$ cat config.mk
export PLATFORM = sky130hd
export DESIGN_NAME = ecc_73_err_monitor
export DESIGN_NICKNAME = d
export VERILOG_FILES = /design/src/rtl/ecc_73_pkg.sv /design/src/rtl/ecc_73_skid_buf.sv /design/src/rtl/ecc_73_err_monitor.sv
export SDC_FILE = /design/constraint.sdc
export NUM_CORES = 1
export LEC_CHECK = 0
export CAP_MARGIN = 0
export CORE_MARGIN = 5
export CORE_UTILIZATION = 40
export DETAILED_ROUTE_END_ITERATION = 8
export GPL_TIMING_DRIVEN = 1
export PLACE_DENSITY = 0.69
export SLEW_MARGIN = 5
export SYNTH_ARGS = -nofsm -noshare
export SYNTH_HDL_FRONTEND = slang
export SYNTH_SLANG_ARGS = --single-unit
$ cat constraint.sdc
create_clock -name clk -period 24.8 [get_ports clk]
set_clock_uncertainty 0.15 [all_clocks]
set_input_delay 6.2 -clock clk [delete_from_list [all_inputs] [get_ports clk]]
set_output_delay 6.2 -clock clk [all_outputs]
set_load 0.005 [all_outputs]
$ cat src/rtl/ecc_73_pkg.sv
// Shared definitions for the ECC(73) error monitor.
// Holds the default widths used by the monitor's parameters and the scrub-request
// state enum (used only when the monitor is built with ECC_73_SCRUB_EN).
package ecc_73_pkg;

  localparam int unsigned DefDataWidth = 73;
  localparam int unsigned DefAddrWidth = 10;
  localparam int unsigned DefCntWidth  = 16;

  // Scrub request FSM: StIdle waits for a correctable beat, StReq presents it.
  typedef enum logic {
    StIdle = 1'b0,
    StReq  = 1'b1
  } scrub_st_e;

endpackage

$ cat src/rtl/ecc_73_skid_buf.sv
// Two-entry valid/ready buffer with registered outputs.
// An accepted beat appears on out_* the cycle after acceptance. in_rdy_o is low while
// both entries are occupied and while rst_i is high.
// Ports:
//   clk_i, rst_i                 clock, synchronous active-high reset
//   in_vld_i/in_rdy_o/in_data_i  upstream handshake and payload
//   out_vld_o/out_rdy_i/out_data_o downstream handshake and payload (zero when empty)
module ecc_73_skid_buf #(
  parameter int unsigned Width = 74
) (
  input  logic             clk_i,
  input  logic             rst_i,
  input  logic             in_vld_i,
  output logic             in_rdy_o,
  input  logic [Width-1:0] in_data_i,
  output logic             out_vld_o,
  input  logic             out_rdy_i,
  output logic [Width-1:0] out_data_o
);

  logic [Width-1:0] mem_q [2];
  logic             wr_ptr_q, rd_ptr_q;
  logic [1:0]       cnt_q, cnt_d;
  logic             push, pop;

  // Readiness depends only on registered occupancy, so a full buffer drops in_rdy_o
  // the cycle after the second entry is written.
  assign in_rdy_o   = ~rst_i & (cnt_q != 2'd2);
  assign out_vld_o  = (cnt_q != 2'd0);
  assign out_data_o = out_vld_o ? mem_q[rd_ptr_q] : '0;

  assign push = in_vld_i & in_rdy_o;
  assign pop  = out_vld_o & out_rdy_i;

  always_comb begin
    cnt_d = cnt_q;
    if (push && !pop) begin
      cnt_d = cnt_q + 2'd1;
    end else if (pop && !push) begin
      cnt_d = cnt_q - 2'd1;
    end
  end

  always_ff @(posedge clk_i) begin
    if (rst_i) begin
      mem_q[0] <= '0;
      mem_q[1] <= '0;
      wr_ptr_q <= 1'b0;
      rd_ptr_q <= 1'b0;
      cnt_q    <= 2'd0;
    end else begin
      if (push) begin
        mem_q[wr_ptr_q] <= in_data_i;
        wr_ptr_q        <= ~wr_ptr_q;
      end
      if (pop) begin
        rd_ptr_q <= ~rd_ptr_q;
      end
      cnt_q <= cnt_d;
    end
  end

endmodule

$ cat src/rtl/ecc_73_err_monitor.sv
// ECC(73) error monitor.
// Passes corrected read beats through a 2-entry buffer (1-cycle latency), flags beats that
// carried an uncorrectable error or fault, keeps saturating error counters, latches the
// address of the first uncorrectable/fault beat and raises irq while it is latched.
// Optional (macro ECC_73_SCRUB_EN): a scrub request port that presents the address/data of
// a single-bit-corrected beat for write-back; extra eligible beats while one is pending
// are dropped and flagged via sticky scrub_ovf.
// Ports:
//   clk, rst                            clock, synchronous active-high reset
//   in_vld/in_rdy/in_data/in_addr       input beat handshake, corrected data, read address
//   in_sbit/in_dbit/in_fault            error flags of the input beat
//   out_vld/out_rdy/out_data/out_err    output beat; out_err = dbit | fault of that beat
//   sbit_cnt/dbit_cnt/fault_cnt         saturating error counters
//   first_addr/first_vld, irq           first uncorrectable-error capture and interrupt
//   clr                                 one-cycle clear of counters, first_vld, irq, scrub_ovf
//   scrub_vld/scrub_rdy/scrub_addr/scrub_data/scrub_ovf   scrub request (ECC_73_SCRUB_EN only)
module ecc_73_err_monitor
  import ecc_73_pkg::*;
#(
  parameter int unsigned DATA_WIDTH = DefDataWidth,
  parameter int unsigned ADDR_WIDTH = DefAddrWidth,
  parameter int unsigned CNT_WIDTH  = DefCntWidth
) (
  input  logic                  clk,
  input  logic                  rst,
  input  logic                  in_vld,
  output logic                  in_rdy,
  input  logic [DATA_WIDTH-1:0] in_data,
  input  logic [ADDR_WIDTH-1:0] in_addr,
  input  logic                  in_sbit,
  input  logic                  in_dbit,
  input  logic                  in_fault,
  output logic                  out_vld,
  input  logic                  out_rdy,
  output logic [DATA_WIDTH-1:0] out_data,
  output logic                  out_err,
  output logic [CNT_WIDTH-1:0]  sbit_cnt,
  output logic [CNT_WIDTH-1:0]  dbit_cnt,
  output logic [CNT_WIDTH-1:0]  fault_cnt,
  output logic [ADDR_WIDTH-1:0] first_addr,
  output logic                  first_vld,
  input  logic                  clr,
`ifdef ECC_73_SCRUB_EN
  output logic                  scrub_vld,
  input  logic                  scrub_rdy,
  output logic [ADDR_WIDTH-1:0] scrub_addr,
  output logic [DATA_WIDTH-1:0] scrub_data,
  output logic                  scrub_ovf,
`endif
  output logic                  irq
);

  localparam int unsigned PayWidth = DATA_WIDTH + 1;

  logic acc, err_beat;

  assign acc      = in_vld & in_rdy;
  assign err_beat = acc & (in_dbit | in_fault);

  ecc_73_skid_buf #(
    .Width (PayWidth)
  ) u_skid_buf (
    .clk_i      (clk),
    .rst_i      (rst),
    .in_vld_i   (in_vld),
    .in_rdy_o   (in_rdy),
    .in_data_i  ({in_dbit | in_fault, in_data}),
    .out_vld_o  (out_vld),
    .out_rdy_i  (out_rdy),
    .out_data_o ({out_err, out_data})
  );

  // Counters and first-error capture. clr is applied before the current beat so an
  // error accepted alongside clr is still recorded.
  logic [CNT_WIDTH-1:0]  sbit_cnt_q, sbit_cnt_d, dbit_cnt_q, dbit_cnt_d;
  logic [CNT_WIDTH-1:0]  fault_cnt_q, fault_cnt_d;
  logic [ADDR_WIDTH-1:0] first_addr_q, first_addr_d;
  logic                  first_vld_q, first_vld_d, first_vld_base, irq_q;

  function automatic logic [CNT_WIDTH-1:0] sat_inc(input logic [CNT_WIDTH-1:0] v,
                                                   input logic en);
    return (en && !(&v)) ? v + CNT_WIDTH'(1) : v;
  endfunction

  always_comb begin
    sbit_cnt_d     = sat_inc(clr ? '0 : sbit_cnt_q, acc & in_sbit & ~in_dbit);
    dbit_cnt_d     = sat_inc(clr ? '0 : dbit_cnt_q, acc & in_dbit);
    fault_cnt_d    = sat_inc(clr ? '0 : fault_cnt_q, acc & in_fault);
    first_vld_base = first_vld_q & ~clr;
    first_vld_d    = first_vld_base | err_beat;
    first_addr_d   = (err_beat && !first_vld_base) ? in_addr : first_addr_q;
  end

  always_ff @(posedge clk) begin
    if (rst) begin
      sbit_cnt_q   <= '0;
      dbit_cnt_q   <= '0;
      fault_cnt_q  <= '0;
      first_addr_q <= '0;
      first_vld_q  <= 1'b0;
      irq_q        <= 1'b0;
    end else begin
      sbit_cnt_q   <= sbit_cnt_d;
      dbit_cnt_q   <= dbit_cnt_d;
      fault_cnt_q  <= fault_cnt_d;
      first_addr_q <= first_addr_d;
      first_vld_q  <= first_vld_d;
      irq_q        <= first_vld_d;
    end
  end

  assign sbit_cnt   = sbit_cnt_q;
  assign dbit_cnt   = dbit_cnt_q;
  assign fault_cnt  = fault_cnt_q;
  assign first_addr = first_addr_q;
  assign first_vld  = first_vld_q;
  assign irq        = irq_q;

`ifdef ECC_73_SCRUB_EN
  scrub_st_e             st_q, st_d;
  logic [ADDR_WIDTH-1:0] scrub_addr_q, scrub_addr_d;
  logic [DATA_WIDTH-1:0] scrub_data_q, scrub_data_d;
  logic                  scrub_ovf_q, scrub_ovf_d;
  logic                  scrub_elig;

  // Only purely correctable beats are worth writing back.
  assign scrub_elig = acc & in_sbit & ~in_dbit & ~in_fault;

  always_comb begin
    st_d         = st_q;
    scrub_addr_d = scrub_addr_q;
    scrub_data_d = scrub_data_q;
    scrub_ovf_d  = scrub_ovf_q & ~clr;
    case (st_q)
      StIdle: begin
        if (scrub_elig) begin
          scrub_addr_d = in_addr;
          scrub_data_d = in_data;
          st_d         = StReq;
        end
      end
      StReq: begin
        // A pending request is never replaced; extra candidates are only reported.
        if (scrub_elig) begin
          scrub_ovf_d = 1'b1;
        end
        if (scrub_rdy) begin
          st_d = StIdle;
        end
      end
      default: st_d = StIdle;
    endcase
  end

  always_ff @(posedge clk) begin
    if (rst) begin
      st_q         <= StIdle;
      scrub_addr_q <= '0;
      scrub_data_q <= '0;
      scrub_ovf_q  <= 1'b0;
    end else begin
      st_q         <= st_d;
      scrub_addr_q <= scrub_addr_d;
      scrub_data_q <= scrub_data_d;
      scrub_ovf_q  <= scrub_ovf_d;
    end
  end

  assign scrub_vld  = (st_q == StReq);
  assign scrub_addr = scrub_addr_q;
  assign scrub_data = scrub_data_q;
  assign scrub_ovf  = scrub_ovf_q;
`endif

endmodule

* After elaboration in Yosys (flattened, before gate mapping)
Memory sizes are Yosys's and may differ from the RTL's. A register that Yosys moved wholly into a read port is not among the register bits. Index checks and enable logic that the tools add are counted.
Storage, ports and cells: flip-flop bits (word level) 63, bits in writable memories 148, input port bits 91, output and inout bits 136, memories kept 1
Memories:
- u_skid_buf.mem_q | words 2, bits a word 74, rd ports 1, clocked after Yosys merged registers in 1, write ports 2, RTL line ecc_73_skid_buf.sv:21 | logic [Width-1:0] mem_q [2];
Operators by class: $add $sub $neg 5, equal/unequal tests 1, multiplexer cells 19, bitwise operators 16, reduce and logical (&&, ||, !) cells 18
Operators with widths (count):
- 74-bit two-way mux | 2
- 16-bit two-way mux | 6
- 74-bit OR reduction | 1
- 16-bit by 1-bit adder with 16-bit output, second input constant | 3
- 16-bit AND reduction | 3
- 1-bit bitwise AND | 9
- 1-bit two-way mux | 9
- 1-bit logical AND | 6
- 1-bit logical NOT | 6
- 1-bit inverter | 5
- 2-bit two-way mux | 2
- 2-bit nonzero test | 2
- 2-bit by 1-bit adder with 2-bit output, second input constant | 1
- 2-bit inequality test, second input constant | 1
- 1-bit OR | 2
- 2-bit by 1-bit subtractor with 2-bit output, second input constant | 1

* Longest topological paths before layout
Gate-level depths: netlist of run 1.
depth in word-level cells 8, gate-level depth with buffers 10, mapped depth without buffers 7

* Modules after synthesis
From an unflattened synthesis of run 1, not the netlist that was laid out.
Unflattened totals: cell total of the unflattened synthesis 910, area total of the unflattened synthesis 9676.8 um^2
By module, submodules not included:
- ecc_73_skid_buf | times used 1, cells each 589, area each 6770.2 um^2, seq. area each 4544.4 um^2
- ecc_73_err_monitor | times used 1, cells each 321, area each 2906.5 um^2, seq. area each 1181.1 um^2

* Worst setup path before layout of run 1
Ideal clock, no wire load.
path kind input -> output, start in rst, end out in_rdy, arrival 6.834 ns, data required time 18.450 ns, setup slack 11.616 ns, stages on the path 3, cell sequence clkbuf_1 buf_1 nor2_1
On the way: longest elaborated chain between the ends 2
Ends and longest elaborated chain:
- start, declared | RTL line ecc_73_err_monitor.sv:25 | input logic rst,
- 1-bit inverter | RTL line ecc_73_skid_buf.sv:28 | assign in_rdy_o = ~rst_i & (cnt_q != 2'd2);
- 1-bit bitwise AND | RTL line ecc_73_skid_buf.sv:28
- end, declared | RTL line ecc_73_err_monitor.sv:27 | output logic in_rdy,
No other way between the ends.

* Worst setup path in the final report of run 1
Ends and elaborated chain as after synthesis.

==> metrics.yaml, run 1 <==
setup_path:
  worstSetupPathType: "in -> out"
  rrSetupSlack_ns: 21.64
  crit_chain: "clkdlybuf4s50_1, buf_4, nor2_1, clkdlybuf4s50_1"
  r2r-start: "u_skid_buf.cnt_q[0]$_SDFFE_PP0P_"
  required_ns: 18.45
  critPathCapture: "in_rdy"
  cp_slowest_stage_delay_ns: 0.46
  cp-end-kind: "primary output"
  path_common_cell: "clkdlybuf4s50_1"
  crit_slowest_cell: "clkdlybuf4s50_1"
  cp-startpoint: "rst"
  worstPathArrival_ns: 7.60
  regToRegEndpoint: "u_skid_buf.cnt_q[1]$_SDFFE_PP0P_"
  cp-start-kind: "input pin"
  reg2reg_depth: 7
  critPathMaxFanout: 38
timing:
  finalSetupViolations: 0
  slew_violations: 0
  fmax_mhz: 71.7
  finalHoldViolations: 0
  whs_ns: 0.343
  layout_min_cycle_time_ns: 13.95
  post-route-period-util_pct: 56.3
  maxSlewHeadroom_pct: 14.3
  setup_tns_ns: 0
  tightest_slew_ns: 1.29
  rsz0062_at_grt: "false"
cts:
  clock_path_buffers: 3
  ctsHoldBuffers: 0
  cts_root_buffer: "clkbuf_16"
  htreeDepth: 1
  insertion_delay_ns: 0.51
  cts.sinks: 212
  cts_setup_buffers: 0
  cts.reportedPaths.clkPinSlew_ns: 0.06
  numCtsBuffers: 23
  cts_tree: "done"
  post_cts_resized: 0
global_routing:
  grt.total_usage_pct: 17.7
  grt_pass1_wl_microns: 40300
  use_met3_pct: 4.64
  antenna_found_initial: 1
  busiest_layer: "met2"
  grt_use_met2_pct: 29.1
  grt_max_degree: 151
  gr-usage-met1_pct: 23.9
  grt_overflow: 0
  grt_pass1_vias: 7407
synth:
  ys.warnings.count: 0
  syn_nets: 972
  synthFlopType: "edfxtp_1"
  postSynth.asyncResetShare_pct: 0
  yosys.cell_types.count: 45
  synth-edff-count: 148
  synthCells: 879
  avgSynthCellArea_sq_um: 11.1
  ys_ff_latch: 212
  yosysSeqAreaShare_pct: 58.9
  synth_area_sq_mm: 0.00972
floorplanning:
  row_count: 57
  io-pin-count: 227
  start_util_pct: 40.3
  dieArea_sq_mm: 0.0275
  die_x_microns: 166
  core_sq_mm: 0.0241
  die_h_microns: 166
drt:
  ant_nets: 0
  drt_iter0_markers: 488
  drt_wl_total_microns: 25800
  drc: 0
  vias_per_cell: 5.31
  wl_per_cell_microns: 18.2
  firstDrtPassIters: 5
  num_vias: 7520
pwr:
  max-vdd-ir-drop_mv: 0.0603
  leakagePower_nw: 4.97
  total_power_w: 0.00108
  power_density_mw_per_mm2: 82.7
placed_design:
  place_congestion: 0.807
  port_buffers: 226
  placedCellCount: 1375
  hpwlAfterDp_microns: 15900
layout:
  num-nets-final: 1169
  drive_gt1_share_pct: 5.86
  fill_cells: 2135
  final_core_util_pct: 54.2
  multi_input_area_sq_mm: 0.00374
  final_cells: 1417
  diodes: 0
  syn2layout_area_growth_pct: 34.5
  seq_area_sq_mm: 0.00573
min_path:
  hold_path.class: "reg -> reg"
outcome:
  status: "finished clean"
run:
  drv_cap: 0
==> state kept, by name, summed over array words and instances, names as in the netlist, named ones only <==
signal / count
u_skid_buf.rd_ptr_q: 1
u_skid_buf.cnt_q: 2
fault_cnt: 16
u_skid_buf.mem_q: 148
u_skid_buf.wr_ptr_q: 1
dbit_cnt: 16
first_addr: 10
irq: 1
sbit_cnt: 16
==> kinds of logic after synthesis <==
family / Yosys count / synth area share, %
buffers and inverters: 75 / 2.95
adder cells (fa/ha/maj): 2 / 0.257
AO/OA/AOI/OAI: 60 / 3.91
multiplexers: 86 / 8.86
AND/OR/NAND/NOR: 421 / 23.0
XOR/XNOR: 23 / 2.07
flip-flops: 212 / 58.9
==> stage by stage <==
stage	cell area, sq um	setup WS (ns)
2_1_floorplan	9720	11.62
3_3_place_gp	12200	10.84
3_5_place_dp	12200	10.85
4_1_cts	13100	10.84
5_1_grt	13100	10.77
6_report	13100	10.85
==> final cells by class <==
cell class / count / share of cell area [%]
repair buffers: 236 / 17.9
clock inverters: 12 / 1.51
inverters: 11 / 0.326
flip-flops and latches: 212 / 43.9
well taps: 324 / 3.10
clock buffers: 30 / 4.71
multi-input cells: 592 / 28.6
==> worst min-delay path by stage <==
stage                                     startpoint                         end  depth (start not counted)
floorplan           u_skid_buf.rd_ptr_q$_SDFFE_PP0P_                   flip-flop                          2
global placement          first_addr[2]$_SDFFE_PP0P_  first_addr[2]$_SDFFE_PP0P_                          2
detailed placement        first_addr[5]$_SDFFE_PP0P_  first_addr[5]$_SDFFE_PP0P_                          2
CTS                       first_addr[5]$_SDFFE_PP0P_  first_addr[5]$_SDFFE_PP0P_                          2
global route              first_addr[7]$_SDFFE_PP0P_  first_addr[7]$_SDFFE_PP0P_                          2
finish                    first_addr[5]$_SDFFE_PP0P_  first_addr[5]$_SDFFE_PP0P_                          2
==> cell usage after synthesis, types with 11 or more instances <==
library cell,instances,area (sq um)
nand3_1,17,85.1
nor3_1,14,70.1
a21oi_1,21,105
xnor2_1,14,123
buf_1,11,41.3
o21ai_0,12,60.1
and3_1,154,963
clkbuf_1,51,191
mux2i_1,86,861
edfxtp_1,148,4440
nand2_1,33,124
nor2_1,129,484
dfxtp_1,64,1280
nand4_1,16,100
==> critical path: cells and delay by family <==
kind | cells | cell delay (ns)
buffers and inverters | 3 | 1.28
AND/OR/NAND/NOR | 1 | 0.10
==> power breakdown <==
| group | total [W] | internal (W) | switching (W) |
|---|---|---|---|
| logic | 0.000280 | 0.000138 | 0.000142 |
| registers | 0.000433 | 0.000414 | 0.0000187 |
| clock network | 0.000368 | 0.000228 | 0.000140 |
| total | 0.00108 | 0.000780 | 0.000300 |
==> layout by cell type (no fill, tap or decap), types with 4 or more instances in the layout <==
master,n
clkdlybuf4s50_1,226
and3_1,154
edfxtp_1,148
nor2_1,128
mux2i_1,86
dfxtp_1,62
nand2_1,32
clkbuf_16,23
a21oi_1,21
nand3_1,17
nand4_1,16
nor3_1,14
xnor2_1,14
o21ai_0,11
nor2b_1,10
buf_4,10
xor2_1,9
nor4_1,9
inv_1,8
or3_1,8
or4_1,6
nand2b_1,5
a211oi_1,5
bufinv_16,5
a31o_2,4
o211ai_1,4
o31ai_1,4
nand4b_1,4
==> metal layers <==
layer  vias to the layer above  routed length [microns]
met1                      3629                    11300
met5                         -                       11
met3                        32                     1770
li1                       3613                        -
met2                       244                    12300
met4                         2                      323
(Power assumes the default switching activity.)
==> run 2: changes to the inputs <==
==> constraint.sdc (replaced) <==
create_clock -name clk -period 13.1 [get_ports clk]
set_clock_uncertainty 0.15 [all_clocks]
set_input_delay 3.275 -clock clk [delete_from_list [all_inputs] [get_ports clk]]
set_output_delay 3.275 -clock clk [all_outputs]
set_load 0.005 [all_outputs]
==> run 2 against run 1 <==
Worst setup slack got worse by 5.8 ns. Flip-flop and latch count did not move. Largest cell class unchanged. First-iteration DRC count shrank 0.20%. Critical path depth stayed put.
==> metrics.yaml, run 2 (same netlist as run 1, synthesis figures left out) <==
outcome:
  status: "finished clean"
setup_path:
  required_ns: 9.68
  cp-start-kind: "input pin"
  crit_slowest_cell: "clkdlybuf4s50_1"
  cp-end-kind: "primary output"
  crit_buf_inv: 3
  path_common_cell: "clkdlybuf4s50_1"
  cp_top_family: "buffers and inverters"
  cp_slowest_stage_delay_ns: 0.46
  critPathMaxFanout: 38
  worstSetupPathType: "in -> out"
  worstPathArrival_ns: 4.66
  crit_chain: "clkdlybuf4s50_1, buf_4, nor2_1, clkdlybuf4s50_1"
layout:
  diodes: 0
  mostFrequentLayoutCells: "clkdlybuf4s50_1, and3_1, edfxtp_1"
  num-nets-final: 1169
  drive_gt1_share_pct: 5.04
  largest_register_ffs: 148
  multi_input_area_sq_mm: 0.00373
  syn2layout_area_growth_pct: 33.2
  seq_area_sq_mm: 0.00573
  regMostFlops: "u_skid_buf.mem_q"
  final_common_cell: "clkdlybuf4s50_1"
  fill_cells: 2117
cts:
  cts_tree: "done"
  post_cts_resized: 0
  cts_root_buffer: "clkbuf_16"
  cts_setup_buffers: 0
  cts.reportedPaths.clkPinSlew_ns: 0.06
  ctsHoldBuffers: 0
  numCtsBuffers: 24
  htreeDepth: 1
  insertion_delay_ns: 0.50
  clock_path_buffers: 3
  cts.sinks: 212
drt:
  drc: 0
  drt_wl_total_microns: 25300
  vias_per_cell: 5.30
  drt_iter0_markers: 487
  num_vias: 7494
  wl_per_cell_microns: 17.9
  ant_nets: 0
  firstDrtPassIters: 5
min_path:
  hold_path.class: "reg -> reg"
timing:
  setup_tns_ns: 0
  post-route-worst-setup-slack_ns: 5.02
  maxSlewHeadroom_pct: 17.5
  fmax_mhz: 124
  rsz0062_at_grt: "false"
  post-route-period-util_pct: 61.7
  tightest_slew_ns: 1.24
  finalHoldViolations: 0
  layout_min_cycle_time_ns: 8.08
  finalSetupViolations: 0
  slew_violations: 0
floorplanning:
  die_h_microns: 166
  die_x_microns: 166
  start_util_pct: 40.3
  core_sq_mm: 0.0241
  io-pin-count: 227
  dieArea_sq_mm: 0.0275
  row_count: 57
global_routing:
  grt_pass1_vias: 7442
  grt_pass1_wl_microns: 40500
  grt_max_degree: 151
  grt_overflow: 0
  antenna_found_initial: 1
  grt.total_usage_pct: 17.6
pwr:
  leakagePower_nw: 4.91
  power_density_mw_per_mm2: 150
  max-vdd-ir-drop_mv: 0.136
  total_power_w: 0.00195
run:
  drv_cap: 0
placed_design:
  hpwlAfterDp_microns: 15700
  pre_cts_ws_ns: 5.01
  place_congestion: 0.827
  port_buffers: 226
run 2: changes by cell type in the layout (fill, tap and decap cells not counted), sizes merged:
cell	change
clkinv	+6
bufinv	-5
clkinvlp	-2
buf	-1
run 2: area by class of cell:
type | count | area share (%)
inverter | 11 | 0.329
tap | 324 | 3.13
timing repair buffer | 235 | 18.0
sequential | 212 | 44.3
clock inverter | 11 | 0.435
multi-input combinational | 592 | 28.8
clock buffer | 30 | 4.98
run 2: path summary, 6_finish.rpt:
| path | start | endpoint | slack [ns] | cells past startpoint |
|---|---|---|---|---|
| setup / recovery | rst | in_rdy | 5.02 | 4 |
| hold / removal | fault_cnt[15]$_SDFF_PP0_ | fault_cnt[15]$_SDFF_PP0_ | 0.34 | 1 |
| setup reg to reg | u_skid_buf.cnt_q[0]$_SDFFE_PP0P_ | fault_cnt[5]$_SDFF_PP0_ | 9.97 | 7 |
| hold reg to reg | fault_cnt[15]$_SDFF_PP0_ | fault_cnt[15]$_SDFF_PP0_ | 0.34 | 1 |
run 2: through the flow:
stage | utilization, % | hold slack, ns | area [sq um] | cells
after floorplan | - | 0.322 | 9720 | 879
after global placement | 50.8 | 0.323 | 12200 | 1374
after detailed placement | 50.8 | 0.333 | 12200 | 1374
after CTS | 53.7 | 0.349 | 12900 | 1415
after global routing | 53.7 | 0.376 | 12900 | 1415
final | 53.7 | 0.345 | 12900 | 1415
run 2: report_power, final:
part / switching, W / internal (W) / total, W
sequential: 0.0000333 / 0.000785 / 0.000819
combinational: 0.000264 / 0.000260 / 0.000525
clock: 0.000257 / 0.000347 / 0.000603
run 2: layer usage:
layer | up-vias | share of wire, % | track usage, % | routed length [microns]
li1 | 3598 | - | - | -
met1 | 3625 | 44 | 23.4 | 11100
met2 | 231 | 47 | 28.7 | 11900
met3 | 38 | 7.0 | 4.86 | 1780
met4 | 2 | 2.0 | 4.45 | 503
met5 | - | 0.044 | 0 | 11
